## src/rtl/and3_resp_checker_sat_counter.sv

```systemverilog
// Saturating up-counter with synchronous clear.
// Holds at all-ones instead of wrapping.
module sat_counter #(
  parameter int W = 8
) (
  input  logic         clk,
  input  logic         rst_n,
  input  logic         clr,
  input  logic         inc,
  output logic [W-1:0] count
);

  logic [W-1:0] count_q;
  logic [W-1:0] count_d;

  always_comb begin
    count_d = count_q;
    if (clr) begin
      count_d = '0;
    end else if (inc && (count_q != {W{1'b1}})) begin
      count_d = count_q + 1'b1;
    end
  end

  always_ff @(posedge clk) begin
    if (!rst_n) begin
      count_q <= '0;
    end else begin
      count_q <= count_d;
    end
  end

  assign count = count_q;

endmodule

```

## config.mk

```make
export PLATFORM = sky130hd
export DESIGN_NAME = sat_counter
export DESIGN_NICKNAME = d
export VERILOG_FILES = /design/src/rtl/and3_resp_checker_sat_counter.sv
export SDC_FILE = /design/constraint.sdc
export NUM_CORES = 1
export LEC_CHECK = 0
export CAP_MARGIN = 20
export CORE_AREA = 4 4 41 43
export CTS_CLUSTER_SIZE = 40
export DETAILED_ROUTE_END_ITERATION = 12
export DIE_AREA = 0 0 45 47
export PLACE_DENSITY_LB_ADDON = 0.3
export SLEW_MARGIN = 20
export SYNTH_ARGS = -nofsm -noshare
export SYNTH_HDL_FRONTEND = slang
export SYNTH_SLANG_ARGS = --single-unit
```

## constraint.sdc

```tcl
create_clock -name clk -period 1.3 [get_ports clk]
set_input_delay 0.39 -clock clk [delete_from_list [all_inputs] [get_ports clk]]
set_output_delay 0.39 -clock clk [all_outputs]
set_load 0.02 [all_outputs]
```

==> results.py <==
metrics = {
    "final_layout": {
        "nets": 77,
        "fin_util_pct": 49.0,
        "fillCellCount": 136,
        "largest_reg_flops": 8,
        "antenna_cells": 0,
        "postLayoutCellArea_sq_um": 638,
        "drive_gt1_share_pct": 41.4,
        "areaGrowthSynthToFinish_pct": 51.3,
    },
    "cts": {
        "cts_buffers": 3,
        "clockRootBuffer": "clkbuf_4",
        "cts_max_path_buffers": 2,
        "cts_tree": "built",
        "cts_num_sinks": 8,
        "cts_setup_buffers": 0,
        "path_clk_slew_ns": 0.06,
        "insertion_delay_ns": 0.26,
        "cts_hold_buf": 0,
        "h-tree-depth": 1,
    },
    "setup_path": {
        "critPathMaxStageDelay_ns": 0.34,
        "path_buf_inv": 1,
        "arrival_ns": 0.86,
        "setup.worst_path.class": "register to output port",
        "startpoint_type": "register",
        "cpLargestDelayFamily": "flip-flops",
        "crit_slowest_cell": "dfxtp_2",
        "path_cells": "clkdlybuf4s15_2",
        "critPathMaxFanout": 3,
        "cp-end-kind": "output port",
        "required_ns": 0.91,
    },
    "timing": {
        "drv_slew": 0,
        "fin_crit_sh_pct": 95.8,
        "hold_viol_final": 0,
        "skew_ns": 0.00671,
        "max_slew_margin_pct": 82.5,
        "min_period_ns": 1.25,
        "rsz0062_at_grt": "false",
        "fin_ws_ns": 0.0546,
        "timing.fmax_mhz": 803,
        "finalSetupViolations": 0,
        "worst_pin_slew_ns": 0.262,
    },
    "global_route": {
        "antenna_found_initial": 0,
        "grt_overflow_total": 0,
        "grtUsageTotal_pct": 11.7,
        "grt_start_max_net_pins": 9,
        "grt_pass1_vias": 388,
        "grt_pass1_wl_mm": 1.66,
    },
    "yosys": {
        "synth.largest_area_cell": "dfxtp_1",
        "ys_seq_area_share_pct": 38.0,
        "syn-cell-area_sq_um": 422,
        "synth_seq_cells": 8,
        "synth_area_leaders": "dfxtp_1, and4_1, mux2i_1",
        "ys_types": 19,
        "synth_top_area_share_pct": 38.0,
        "synthCells": 46,
        "ys_warn_count": 0,
        "syn_avg_cell_area_sq_um": 9.17,
        "synth_fp_nets": 51,
    },
    "die": {
        "die_w_um": 45,
        "die-area_sq_um": 2120,
        "die_h_um": 47,
        "start_util_pct": 32.4,
        "core_area_sq_um": 1300,
        "num_io_pins": 12,
        "rows": 13,
    },
    "pwr": {
        "p_total_mw": 0.491,
        "p_leak_nw": 0.281,
        "vdd_drop_max_mv": 0.411,
        "p_per_area_nw_per_um2": 770,
    },
    "drt": {
        "drt-total-wl_mm": 1.01,
        "drtAntennaViolNets": 0,
        "drtPass1Iterations": 5,
        "first_iter_violations": 6,
        "vias": 431,
        "wl_per_cell_um": 11.9,
        "drc": 0,
        "vias_per_cell": 5.07,
    },
    "flow_run": {
        "drv_cap": 0,
    },
    "run_status": {
        "status": "complete, no violations",
    },
    "placement": {
        "place_area_sq_um": 631,
        "dp_hpwl_um": 747,
        "routabilityCongestion": 0.769,
        "portBuffers": 11,
        "place_ws_ns": -0.296,
    },
    "hold_path": {
        "hp-class": "register to register",
    },
}
## where the power goes
| group | internal (mW) | switching, mW | leakage [nW] |
|---|---|---|---|
| combinational | 0.0241 | 0.0176 | 0.202 |
| sequential | 0.248 | 0.00235 | 0.0655 |
| clock | 0.106 | 0.0930 | 0.0138 |
## layer usage
layer	vias to the layer above	track usage, %	wire (um)
li1	224	-	-
met1	195	13.5	460
met2	12	16.7	494
met3	0	4.60	57
met4	0	10.5	0
met5	-	0	0
## layout by cell type (no fill, tap or decap), types with 3 or more instances in the layout
| master | netlist | routed |
|---|---|---|
| dfxtp_1 | 8 | 6 |
| buf_4 | 0 | 10 |
| clkbuf_4 | 0 | 3 |
| nand2_1 | 5 | 5 |
| clkbuf_2 | 0 | 5 |
| a21oi_1 | 5 | 5 |
| nand2b_1 | 3 | 3 |
| nor2b_1 | 3 | 3 |
| and4_1 | 4 | 3 |
| mux2i_1 | 3 | 3 |
## timing repair
| item | in CTS | in global routing |
|---|---|---|
| gates resized for setup | 19 | 9 |
| pin swaps | 1 | 2 |
| setup endpoints to repair | 9 | 11 |
| cloned | 0 | 0 |
## cell type report
cell class              instances  area (sq um)  share of cell area [%]
clock buffers                   3          22.5                    3.53
multi-input cells              38           274                    42.9
flip-flops and latches          8           163                    25.5
well taps                      15          18.8                    2.94
repair buffers                 21           160                    25.1
## synthesized netlist by cell type
| cell type | n |
|---|---|
| o21ai_0 | 2 |
| nand4_1 | 1 |
| and4_4 | 1 |
| a311oi_1 | 1 |
| a211oi_2 | 1 |
| nand3_1 | 1 |
| nor3_1 | 2 |
| ha_1 | 1 |
| a31oi_1 | 2 |
| dfxtp_1 | 8 |
| a21boi_2 | 1 |
| nand2_1 | 5 |
| nor2b_1 | 3 |
| nand2b_1 | 3 |
| nor2b_2 | 1 |
| mux2i_1 | 3 |
| a21oi_1 | 5 |
| and4_1 | 4 |
| and3_1 | 1 |
## stage by stage
stage                     instances  setup TNS, ns  hold slack (ns)
after floorplan                  46              0            0.509
after global placement           82          -1.53            0.467
after detailed placement         82          -1.68            0.474
after CTS                        85              0            0.483
after global routing             85              0            0.495
final                            85              0            0.481
## final timing paths
path,startpoint,to,slack [ns],cells past startpoint
worst min register to register,count[0],count[0],0.48,2
worst min-delay path,count[0],count[0],0.48,2
worst max-delay path,count[1],count[1],0.05,1
worst max register to register,count[0],count[5],0.06,4
## cells by family (layout without fill, tap and decap cells)
group	after synthesis	count (layout)	synth area share [%]
and+or+nand+nor	22	22	32.9
AOI/OAI and AO/OA	12	12	19.0
DFF	8	8	38.0
muxes	3	3	7.12
adders and majority gates	1	1	2.97
buffers and inverters	0	24	0
## worst reg2reg max path, delay by kind of cell, from the launching register on
family,cells,cell delay (ns)
compound gates,1,0.20
mux,1,0.20
flops,1,0.34
simple gates,1,0.22
fa+ha+maj,1,0.21
Power figures use the tool's default switching activity.
